`src/rtl/truth_table_sequencer_pkg.sv`:
```
// Shared definitions for the truth-table sequencer: state encoding, vector
// ordering and result field widths.
package truth_table_sequencer_pkg;

    typedef enum logic [1:0] {
        ST_IDLE   = 2'd0,
        ST_SETTLE = 2'd1,
        ST_DONE   = 2'd2
    } tts_state_e;

    localparam int NUM_VECTORS = 8;
    localparam int IDX_W       = 3;
    localparam int TT_W        = 8;
    localparam int CNT_W       = 4;
    localparam int TMR_W       = 4;

    // Vector index bit positions: idx = {x,y,z}
    localparam int VEC_X_BIT   = 2;
    localparam int VEC_Y_BIT   = 1;
    localparam int VEC_Z_BIT   = 0;

    localparam logic [IDX_W-1:0] LAST_IDX = IDX_W'(NUM_VECTORS - 1);

endpackage

```
`src/rtl/tt_settle_timer.sv`:
```
// Loadable down-counter timing how long each stimulus vector is held.
module tt_settle_timer
    import truth_table_sequencer_pkg::*;
#(
    parameter int W = TMR_W
) (
    input  logic         clk,
    input  logic         rst,
    input  logic         load,
    input  logic [W-1:0] load_val,
    input  logic         en,
    output logic         expired
);

    logic [W-1:0] cnt;

    always_ff @(posedge clk) begin
        if (rst)
            cnt <= '0;
        else if (load)
            cnt <= load_val;
        else if (en && cnt != '0)
            cnt <= cnt - 1'b1;
    end

    assign expired = (cnt == '0);

endmodule

```
`src/rtl/truth_table_sequencer.sv`:
```
// Walks {x,y,z} through all 8 vectors, captures F1..F3 after a settle time
// and checks the captured tables against the expected ones.
module truth_table_sequencer
    import truth_table_sequencer_pkg::*;
#(
    parameter int          SETTLE_CYCLES = 2,
    parameter logic [7:0]  EXP_F1        = 8'h00,
    parameter logic [7:0]  EXP_F2        = 8'h00,
    parameter logic [7:0]  EXP_F3        = 8'h00
) (
    input  logic             clk,
    input  logic             rst,
    input  logic             start,
    output logic             x,
    output logic             y,
    output logic             z,
    input  logic             f1,
    input  logic             f2,
    input  logic             f3,
    output logic             busy,
    output logic             done,
    output logic             pass,
    output logic [TT_W-1:0]  tt_f1,
    output logic [TT_W-1:0]  tt_f2,
    output logic [TT_W-1:0]  tt_f3,
    output logic [CNT_W-1:0] mismatch_cnt,
    output logic [IDX_W-1:0] first_fail_idx,
    output logic             first_fail_valid
);

    tts_state_e       state_q, state_d;
    logic [IDX_W-1:0] idx;
    logic             accept, sample, last, expired, mismatch;
    logic [CNT_W-1:0] mcnt_nxt;

    tt_settle_timer #(.W(TMR_W)) u_timer (
        .clk      (clk),
        .rst      (rst),
        .load     (accept | (sample & ~last)),
        .load_val (TMR_W'(SETTLE_CYCLES - 1)),
        .en       (state_q == ST_SETTLE),
        .expired  (expired)
    );

    always_ff @(posedge clk) begin
        if (rst) state_q <= ST_IDLE;
        else     state_q <= state_d;
    end

    always_comb begin
        state_d = state_q;
        accept  = 1'b0;
        sample  = 1'b0;
        case (state_q)
            ST_IDLE: if (start) begin
                accept  = 1'b1;
                state_d = ST_SETTLE;
            end
            ST_SETTLE: if (expired) begin
                sample = 1'b1;
                if (last) state_d = ST_DONE;
            end
            ST_DONE: state_d = ST_IDLE;
            default: state_d = ST_IDLE;
        endcase
    end

    assign last     = (idx == LAST_IDX);
    assign mismatch = (f1 != EXP_F1[idx]) | (f2 != EXP_F2[idx]) | (f3 != EXP_F3[idx]);
    assign mcnt_nxt = mismatch_cnt + {{(CNT_W-1){1'b0}}, mismatch};

    // idx returns to 0 at DONE entry so it can drive x,y,z directly.
    always_ff @(posedge clk) begin
        if (rst || accept) begin
            idx              <= '0;
            tt_f1            <= '0;
            tt_f2            <= '0;
            tt_f3            <= '0;
            mismatch_cnt     <= '0;
            first_fail_idx   <= '0;
            first_fail_valid <= 1'b0;
            pass             <= 1'b0;
        end else if (sample) begin
            tt_f1[idx]   <= f1;
            tt_f2[idx]   <= f2;
            tt_f3[idx]   <= f3;
            mismatch_cnt <= mcnt_nxt;
            if (mismatch && !first_fail_valid) begin
                first_fail_idx   <= idx;
                first_fail_valid <= 1'b1;
            end
            if (last) begin
                idx  <= '0;
                pass <= (mcnt_nxt == '0);
            end else begin
                idx  <= idx + 1'b1;
            end
        end
    end

    assign x    = idx[VEC_X_BIT];
    assign y    = idx[VEC_Y_BIT];
    assign z    = idx[VEC_Z_BIT];
    assign busy = (state_q == ST_SETTLE);
    assign done = (state_q == ST_DONE);

endmodule

```
`config.mk`:
```
export PLATFORM = sky130hd
export DESIGN_NAME = truth_table_sequencer
export DESIGN_NICKNAME = d
export VERILOG_FILES = /design/src/rtl/truth_table_sequencer_pkg.sv /design/src/rtl/tt_settle_timer.sv /design/src/rtl/truth_table_sequencer.sv
export SDC_FILE = /design/constraint.sdc
export NUM_CORES = 1
export LEC_CHECK = 0
export CAP_MARGIN = 20
export CORE_MARGIN = 10
export CORE_UTILIZATION = 45
export DETAILED_ROUTE_END_ITERATION = 12
export GPL_ROUTABILITY_DRIVEN = 0
export GPL_TIMING_DRIVEN = 0
export PLACE_DENSITY = 0.72
export SKIP_LAST_GASP = 1
export SLEW_MARGIN = 20
export SYNTH_ARGS = -nofsm -noshare
export SYNTH_HDL_FRONTEND = slang
export SYNTH_HIERARCHICAL = 1
export SYNTH_SLANG_ARGS = --single-unit
```
`constraint.sdc`:
```
create_clock -name clk -period 3 [get_ports clk]
set_input_delay 0.3 -clock clk [delete_from_list [all_inputs] [get_ports clk]]
set_output_delay 0.3 -clock clk [all_outputs]
set_load 0.005 [all_outputs]
```
# == Yosys cells after proc, flatten, opt, wreduce, memory -nomap -nowiden ==
# Memory sizes are Yosys's and may differ from the RTL's. A register that Yosys moved wholly into a read port is not among the register bits.
# Index checks and enable logic that the tools add are counted.
# totals
memories,1
rom_bits,8
in_bits,6
elab_cells,64
ramBits,0
latchBits,0
register_bits,42
# classes
eq_ne,9
div_mod_pow,0
bitwise,5
mul,0
mux,19
magnitude_cmp,2
shift,0
addsub,3
reduce_logical,14
# mem_list
name,depth,word_bits,read_ports,rd_clocked_by_memory_dff,wr,line,rtl
(no name shown),8,1,1,1,0,truth_table_sequencer.sv:69,assign mismatch = (f1 != EXP_F1[idx]) | (f2 != EXP_F2[idx]) | (f3 != EXP_F3[idx]);
# op_table
cell,count
$bwmux W8,3
$mux W3,3
$logic_not A4 Y1,2
$mux W1,8
$mux W2,3
$ne A2 B2 Y1 const B,3
$add A4 B1 Y4,1
$lt A3 B4 Y1 const B,1
$pmux W2 S2,1
$reduce_and A2 Y1,2
$reduce_bool A4 Y1,1
$sub A4 B1 Y4 const B,1
$add A3 B1 Y3 const B,1
$demux W1 S3,1
$eq A3 B3 Y1 const B,1
$ge A3 B1 Y1 const B,1
$logic_and A1 B1 Y1,3
$ne A1 B1 Y1,3
$or A1 B1 Y1,3
$reduce_and A3 Y1,1
$eq A2 B1 Y1 const B,1
$eq A2 B2 Y1 const B,1
$logic_not A2 Y1,1
$reduce_bool A2 Y1,1
5 further kinds,5

# == Depth between registers and ports, before layout ==
# Gate-level depths: netlist (run 1).
# logic_depth
depth_word,7
mapped_depth,10
ltp_nobuf,9

# == Cells and area by module ==
# Netlist (run 1), hierarchy kept.
# modules_own_cells
module,area_per_inst_um2,instances,cells_each
truth_table_sequencer,1670.4,1,184
tt_settle_timer,262.8,1,29

# == Worst setup path before layout (run 1) ==
# Ideal clock, no wire load.
# synth_timing
path_kind,register to register
from,register u_timer.cnt[1]
to,register u_timer.cnt[1]
path_buffers,1
t_arrival_ns,2.091
required_time_ns,2.878
synth_period_minus_slack_ns,2.213
path_slack_ns,0.787
setup_time_ns,0.122
path_stages_with_launch,10
cell_sequence,dfxtp_1 inv_1 ha_1 or3b_4 inv_1 buf_2 nand3b_1 a21oi_1 nor3_1 a311o_1
# synth_via
elab_chain_len,6
# synth_rtl
element,line,rtl
from (decl),tt_settle_timer.sv:15,logic [W-1:0] cnt;
from (signal assigned),tt_settle_timer.sv:21,cnt <= load_val;
from (signal assigned),tt_settle_timer.sv:23,cnt <= cnt - 1'b1;
$logic_not A4 Y1,tt_settle_timer.sv:26,assign expired = (cnt == '0);
via expired,truth_table_sequencer.sv:33,"logic accept, sample, last, expired, mismatch;"
$mux W1,truth_table_sequencer.sv:59,ST_SETTLE: if (expired) begin
$mux W1,truth_table_sequencer.sv:54,case (state_q)
$and A1 B1 Y1,truth_table_sequencer.sv:39,".load (accept | (sample & ~last)),"
$or A1 B1 Y1,truth_table_sequencer.sv:39,
$reduce_or A2 Y1 (no line),-,
# The timed path passes the listed nets, and every way through them passes these cells.
# A chain may end at the register's enable or synchronous reset.

# == Worst setup path in the final report (run 1) ==
# Ends and elaborated chain as after synthesis.

==> results of run 1 <==
routing by layer:
metal	track usage	wire, um
met5	0	0
met4	0.0494	68
met3	0.0587	387
met2	0.185	1950
met1	0.148	1960
power by group through the flow:
stage,clock network (mW),logic (mW),registers [mW]
4_1_cts,0.458,0.158,0.583
5_1_grt,0.479,0.175,0.585
6_report,0.446,0.158,0.583
2_1_floorplan,0,0.115,0.593
3_3_place_gp,0,0.153,0.595
3_5_place_dp,0,0.155,0.596
per-stage QoR:
step	power, mW	setup slack (ps)	util
4_1_cts	1.20	518	0.615
3_5_place_dp	0.750	581	0.588
5_1_grt	1.24	347	0.615
6_report	1.19	509	0.615
3_3_place_gp	0.748	616	0.588
2_1_floorplan	0.708	787	-
cell type report:
| cell class | count | area share |
|---|---|---|
| clock buffers | 6 | 0.0289 |
| repair buffers | 40 | 0.159 |
| multi-input cells | 156 | 0.396 |
| well taps | 50 | 0.0249 |
| flip-flops and latches | 42 | 0.334 |
| inverters | 4 | 0.00597 |
| plain buffers | 13 | 0.0358 |
| clock inverters | 2 | 0.0149 |
registers in the layout (all words and copies together) (netlist names):
name and flops:
state_q 2, u_timer/cnt 4, first_fail_valid 1, tt_f3 8, idx 3, mismatch_cnt 4, tt_f1 8, first_fail_idx 3
pass 1, tt_f2 8
worst register-to-register path: cells and delay by family (launching register included):
kind	cells	cell delay (ps)
buffers and inverters	3	380
AOI/OAI and AO/OA	2	760
and+or+nand+nor	3	670
DFF	1	330
adders and majority gates	1	250
worst min path at each step:
stage,start,to,depth (start not counted)
6_report,f3,tt_f3[1],3
5_1_grt,f3,tt_f3[5],3
4_1_cts,f3,tt_f3[1],3
3_5_place_dp,tt_f2[5],tt_f2[5],2
3_3_place_gp,tt_f1[4],tt_f1[4],2
2_1_floorplan,rst,u_timer/cnt[0],1
cell usage in the layout, fill, tap and decap left out, types with 2 or more instances in the layout:
| master | netlist | layout |
|---|---|---|
| dfxtp_1 | 42 | 42 |
| clkdlybuf4s50_1 | 0 | 40 |
| nand2_1 | 30 | 30 |
| nor2_1 | 25 | 25 |
| a21oi_1 | 21 | 21 |
| nand3_1 | 16 | 16 |
| mux2i_1 | 16 | 16 |
| buf_2 | 6 | 6 |
| buf_4 | 5 | 5 |
| ha_1 | 5 | 5 |
| clkbuf_8 | 0 | 5 |
| nor3_1 | 4 | 4 |
| inv_1 | 4 | 4 |
| conb_1 | 2 | 4 |
| nand3b_1 | 3 | 3 |
| xor2_1 | 3 | 3 |
| buf_6 | 2 | 2 |
| nor2b_1 | 2 | 2 |
| and3b_1 | 2 | 2 |
| o21ai_0 | 2 | 2 |
| nand3_2 | 2 | 2 |
| a311oi_1 | 2 | 2 |
cells by family after synthesis:
family                   count (synthesis)  synth area share
other                                    2           0.00388
adder cells (fa/ha/maj)                  5            0.0324
buffers and inverters                   17            0.0544
XOR/XNOR                                 3            0.0136
flip-flops                              42             0.435
multiplexers                            16            0.0828
AND/OR/NAND/NOR                         98             0.276
AO/OA/AOI/OAI                           30             0.102
cells in the mapped netlist (2+ instances only):
master and n:
o21ai_0 2, nand2_1 30, a311oi_1 2, xor2_1 3, buf_6 2, nor2_1 25, buf_4 5, buf_2 6
nor2b_1 2, nand3_2 2, inv_1 4, conb_1 2, a21oi_1 21, ha_1 5, nor3_1 4, nand3b_1 3
dfxtp_1 42, nand3_1 16, and3b_1 2, mux2i_1 16
==> results.cfg, run 1 <==
[layout]
drive_gt1_frac = 0.125
fillCellCount = 362
antennaDiodeCount = 0
nNetsFinal = 273
final_area_sq_mm = 0.00251
area_growth_pct = 30.0
seq_area_sq_um = 841
stdcell_count = 313
multiInputGateArea_sq_um = 995

[route]
drt_iter0_markers = 111
vias = 1607
ant_nets = 0
drt-pass1-iter-count = 4
finalWirelength_um = 4360
wl_per_cell_um = 13.9
drc = 0
vias_per_cell = 5.13

[clocking]
ctsHoldBuffers = 0
cts.clk_slew.worst_paths_ps = 90
post_cts_buffers = 0
cts_tree = yes
htreeDepth = 2
cts_buffers = 5
clk_latency_ps = 300
clkSinkCount = 42
cts_resized = 0
cts_buffer_depth = 2
root_buffer = clkbuf_8

[setup_path]
worst-path-buf-inv = 3
crit_start = u_timer/cnt[1]
critical-path-top-delay-family = compound AO/OA/AOI/OAI gates
crit_type = flip-flop to flip-flop
cp_slowest_cell = or3b_4
r2r_cells = 9
cp_common_cell = inv_1
cp.arrival_ps = 2670
worstSetupStartpointType = flip-flop
worst-r2r-setup-slack_ps = 510
crit_end = u_timer/cnt[1]
worst_r2r_endpoint = u_timer/cnt[1]
slowest_delay_ps = 450
worst-path-stages = 9
cp.required_ps = 3180
path_max_fanout = 8
r2r-start = u_timer/cnt[1]
crit_path_end_kind = flip-flop
worstPathCellList = inv_1 > ha_1 > or3b_4 > inv_1 > buf_2 > nand3b_1 > a21oi_1 > nor3_1 > a311o_1

[logic_synthesis]
ys.flop_type = dfxtp_1
synth_top_area_frac = 0.435
synth_seq_cells = 42
synth_area_sq_mm = 0.00193
synthArstFlopShare = 0
ys_warn_count = 6
postSynthAreaPerCell_sq_um = 9.08
netlist_instances = 213
ys_seq_area_frac = 0.435
synth_edf_count = 0
synth_cell_types = 39
synth_top_cell_by_area = dfxtp_1
synthTopCellsByArea = dfxtp_1 (43%), mux2i_1 (8.3%), nand2_1 (5.8%)

[timing]
worst_pin_slew_ps = 632
maxSlewViolCount = 0
hold_ws_ps = 271
clock.fmax_mhz = 401
tns_ps = 0
final-hold-violation-count = 0
clock_skew_ps = 9.53
setup_viol = 0
min_period_ps = 2490
rsz0062_at_grt = no
max_slew_margin = 0.578
period_share = 0.830

[power]
pwr-share-comb = 0.133
p_sw_mw = 0.303
max-vdd-ir-drop_mv = 0.304
power_leakage_nw = 0.938
pwr-share-clk = 0.376
power.density_mw_per_mm2 = 472
power.internal_mw = 0.884
seqPwrFrac = 0.491
p_sw_frac = 0.255

[global_routing]
antenna_found_initial = 0
grt_usage = 0.123
grt_pass1_vias = 1545
grt_pass1_wl_um = 7500
gr-total-overflow = 0
grt_max_degree = 14

[floorplan]
chipHeight_um = 85.5
core_area_sq_mm = 0.00409
die_w_um = 85.5
start_util = 0.473
die_area_sq_mm = 0.00732
ioPinCount = 44
row_count = 23

[placed_design]
hpwlAfterDp_um = 3140
io_buffers = 40
dp.cells = 305
place_area_sq_mm = 0.00240

[hold_path]
worst_hold_path_type = input pin to flip-flop

[run]
max_cap_viol_count = 0

[outcome]
outcome = completed
(Power assumes the default switching activity.)
==> run 2: changes to the inputs <==
Clock period 3 ns to 2.5 ns, I/O delays scaled along.
==> run 2 against run 1 <==
Against the previous run:
- critical path depth did not move
- sequential share of layout area about the same
- worst setup slack worse by 370 ps
- critical path type unchanged
- total power up 20%
- highest routed layer unchanged
- non-clock buffer count did not move
==> results.cfg, run 2 (synthesis results as in run 1) <==
[outcome]
outcome = completed

[timing]
min_period_ps = 2360
finalWorstSetupSlack_ps = 138
setup_viol = 0
maxSlewViolCount = 0
hold_ws_ps = 222
worst_pin_slew_ps = 630
clock_skew_ps = 8.62
final-hold-violation-count = 0
clock.fmax_mhz = 423
period_share = 0.945
max_slew_margin = 0.579

[power]
max-vdd-ir-drop_mv = 0.363
power_leakage_nw = 0.939
power.density_mw_per_mm2 = 566

[setup_path]
crit_path_end_kind = flip-flop
crit_type = flip-flop to flip-flop
path_max_fanout = 8
cp.required_ps = 2680
cp.arrival_ps = 2550
cp_slowest_cell = or3b_4
cp_common_cell = inv_1
worstPathCellList = inv_1 > ha_1 > or3b_4 > inv_1 > buf_2 > nand3b_1 > a21oi_2 > nor3_1 > a311o_1
worstSetupStartpointType = flip-flop
worst-path-buf-inv = 3
slowest_delay_ps = 450
critical-path-top-delay-family = simple AND/OR/NAND/NOR gates

[clocking]
cts_tree = yes
post_cts_buffers = 0
clkSinkCount = 42
root_buffer = clkbuf_8
cts_buffers = 5
cts.clk_slew.worst_paths_ps = 90
cts_buffer_depth = 2
clk_latency_ps = 300
htreeDepth = 2

[route]
vias = 1603
wl_per_cell_um = 13.9
vias_per_cell = 5.12
finalWirelength_um = 4360
ant_nets = 0
drc = 0
drt_iter0_markers = 100
drt-pass1-iter-count = 4

[floorplan]
start_util = 0.473
core_area_sq_mm = 0.00409
ioPinCount = 44
row_count = 23
chipHeight_um = 85.5
die_area_sq_mm = 0.00732
die_w_um = 85.5

[layout]
reg_top3 = tt_f1: 8 flops, tt_f2: 8 flops, tt_f3: 8 flops
final_core_util = 0.616
layout.cells.most_common = dfxtp_1
antennaDiodeCount = 0
nNetsFinal = 273
final_area_sq_mm = 0.00252
area_growth_pct = 30.2
drive_gt1_frac = 0.129
layout_common_cells = dfxtp_1 (42), clkdlybuf4s50_1 (40), nand2_1 (30)

[global_routing]
grt_pass1_vias = 1545
grt_pass1_wl_um = 7500
grt_max_degree = 14
grt_usage = 0.123
antenna_found_initial = 0
gr-total-overflow = 0

[run]
max_cap_viol_count = 0

[placed_design]
io_buffers = 40
hpwlAfterDp_um = 3140
place_area_sq_mm = 0.00240
pre_cts_slack_ps = 80.8

[hold_path]
worst_hold_path_type = input pin to flip-flop
run 2: cell counts in the layout (fill, tap and decap cells not counted):
Identical to the previous run, type by type.
run 2: timing repair:
item,4_1_cts,5_1_grt
endpoints found under the hold margin,0,0
gates resized for setup,0,1
hold buffers,0,0
endpoints found under the setup margin,0,4
run 2: worst paths after layout:
| check | startpoint | endpoint | slack [ps] | depth (start not counted) |
|---|---|---|---|---|
| hold / removal | f3 | tt_f3[1] | 220 | 3 |
| hold reg to reg | tt_f2[5] | tt_f2[5] | 460 | 2 |
| setup reg to reg | u_timer/cnt[1] | u_timer/cnt[1] | 140 | 9 |
| setup / recovery | u_timer/cnt[1] | u_timer/cnt[1] | 140 | 9 |
run 2: where the power goes:
group	internal (mW)	switching [mW]
registers	0.684	0.0151
logic	0.0790	0.111
clock network	0.298	0.237
run 2: metal layers:
| metal | GRT usage | routed length (um) |
|---|---|---|
| met1 | 0.148 | 1970 |
| met2 | 0.185 | 1940 |
| met3 | 0.0587 | 377 |
| met4 | 0.0494 | 66 |
| met5 | 0 | 0 |
run 2: cell type report:
class / instances / area, sq um
timing repair buffer: 40 / 400
buffer: 13 / 90.1
clock inverter: 2 / 37.5
fill: 363 / 1570
inverter: 4 / 15.0
tap: 50 / 62.6
sequential: 42 / 841
multi-input combinational: 156 / 998
clock buffer: 6 / 72.6
run 2: worst min-delay path, delay by kind of cell:
family / cells / cell delay (ps)
simple gates: 1 / 60
buf+inv: 1 / 120
compound gates: 1 / 50
run 2: through the flow:
stage	cells	TNS, ps	power, mW
finish	313	0	1.42
global route	313	-1.16	1.49
CTS	313	0	1.44
detailed placement	305	0	0.900
global placement	305	0	0.898
floorplan	215	0	0.850
==> run 3: changes to the inputs <==
Settings changed: CAP_MARGIN 20 to unset, CORE_UTILIZATION 45 to 49, PLACE_DENSITY 0.72 to 0.77.
==> run 3 against run 2 <==
Against the previous run:
- wire length grew 1.0%
- hold slack gained 19 ps
- largest cell class unchanged
- global-route usage grew 0.30 points
- critical endpoint unchanged
- via count grew 0.19%
==> results.cfg, run 3 (synthesis results as in run 1) <==
[outcome]
outcome = completed

[timing]
max_slew_margin = 0.611
clock.fmax_mhz = 429
maxSlewViolCount = 0
worst_pin_slew_ps = 583
min_period_ps = 2330
tns_ps = 0
period_share = 0.932
setup_viol = 0
finalWorstSetupSlack_ps = 169
clock_skew_ps = 2.97
final-hold-violation-count = 0
rsz0062_at_grt = no
hold_ws_ps = 241

[power]
max-vdd-ir-drop_mv = 0.375
power_leakage_nw = 0.931
power.density_mw_per_mm2 = 531
finalPower_mw = 1.32

[layout]
drive_gt1_frac = 0.126
reg_top3 = tt_f1: 8 flops, tt_f2: 8 flops, tt_f3: 8 flops
layout_common_cells = dfxtp_1 (42), clkdlybuf4s50_1 (40), nand2_1 (30)
antennaDiodeCount = 0
layout.cells.most_common = dfxtp_1
stdcell_count = 309
area_growth_pct = 28.7
nNetsFinal = 273

[route]
vias = 1606
finalWirelength_um = 4400
highest_layer = met4
vias_per_cell = 5.20
wl_met2_um = 1890
ant_nets = 0
drt-pass1-iter-count = 4
drc = 0
route.met3.wl_um = 422
drt-met1-wl_um = 2000
drt_iter0_markers = 90
wl_per_cell_um = 14.2

[global_routing]
grt_pass1_wl_um = 7450
antenna_found_initial = 0
grt_usage = 0.126
grt_max_degree = 12
grt_pass1_vias = 1562
gr-total-overflow = 0

[setup_path]
crit_start = u_timer/cnt[1]
cp.required_ps = 2680
r2r_cells = 9
r2r-start = u_timer/cnt[1]
path_max_fanout = 8
crit_path_end_kind = flip-flop
worstSetupStartpointType = flip-flop
crit_type = flip-flop to flip-flop
cp.arrival_ps = 2510

[placed_design]
io_buffers = 40
hpwlAfterDp_um = 3170
dp.cells = 303
pre_cts_slack_ps = 61.0

[clocking]
post_cts_buffers = 0
cts_tree = yes
ctsHoldBuffers = 0
root_buffer = clkbuf_8
clk_latency_ps = 290
cts_buffer_depth = 2
clkSinkCount = 42
cts_buffers = 5
cts.clk_slew.worst_paths_ps = 70
cts_resized = 0
htreeDepth = 2

[floorplan]
core_area_sq_mm = 0.00374
die_area_sq_mm = 0.00686
chipHeight_um = 82.8
ioPinCount = 44
row_count = 22
start_util = 0.516
die_w_um = 82.8

[hold_path]
hold_depth = 3
worst_hold_path_type = input pin to flip-flop
hp-start = f3

[run]
max_cap_viol_count = 0
## run 3: cell types whose count changed in the layout (fill, tap and decap cells not counted), sizes merged
cell / previous run / this run
bufinv: 1 / 0
clkinvlp: 1 / 0
## run 3: worst paths after layout
kind                                  endpoint  slack (ps)
worst max-delay path            u_timer/cnt[1]         170
worst min-delay path                  tt_f3[4]         240
worst max register to register  u_timer/cnt[1]         170
worst min register to register        tt_f2[1]         460
## run 3: routing by layer
metal,global-route usage,vias up
met4,0.0600,0
met3,0.0645,8
met1,0.152,737
li1,-,820
met2,0.180,41
met5,0,-
## run 3: where the power goes
group / total, mW / internal (mW) / switching [mW]
clock network: 0.432 / 0.213 / 0.219
registers: 0.699 / 0.684 / 0.0153
logic: 0.188 / 0.0784 / 0.110
total: 1.32 / 0.976 / 0.345
## run 3: final cells by class
type                       count  area, sq um
fill                         361         1260
multi-input combinational    156          998
sequential                    42          841
timing repair buffer          40          400
buffer                        13         90.1
clock buffer                   6         82.6
tap                           48         60.1
inverter                       4         15.0
## run 3: through the flow
stage	instance area [sq um]	utilization
floorplan	1940	-
global placement	2400	0.641
detailed placement	2400	0.641
CTS	2480	0.663
global route	2490	0.664
finish	2490	0.664
## run 3: critical path: stages, from the launching register on
cell and delay [ps]:
dfxtp_1 320, inv_1 110, ha_1 220, or3b_4 440, inv_1 60, buf_2 190, nand3b_1 110, a21oi_2 280
nor3_1 110, a311o_1 360
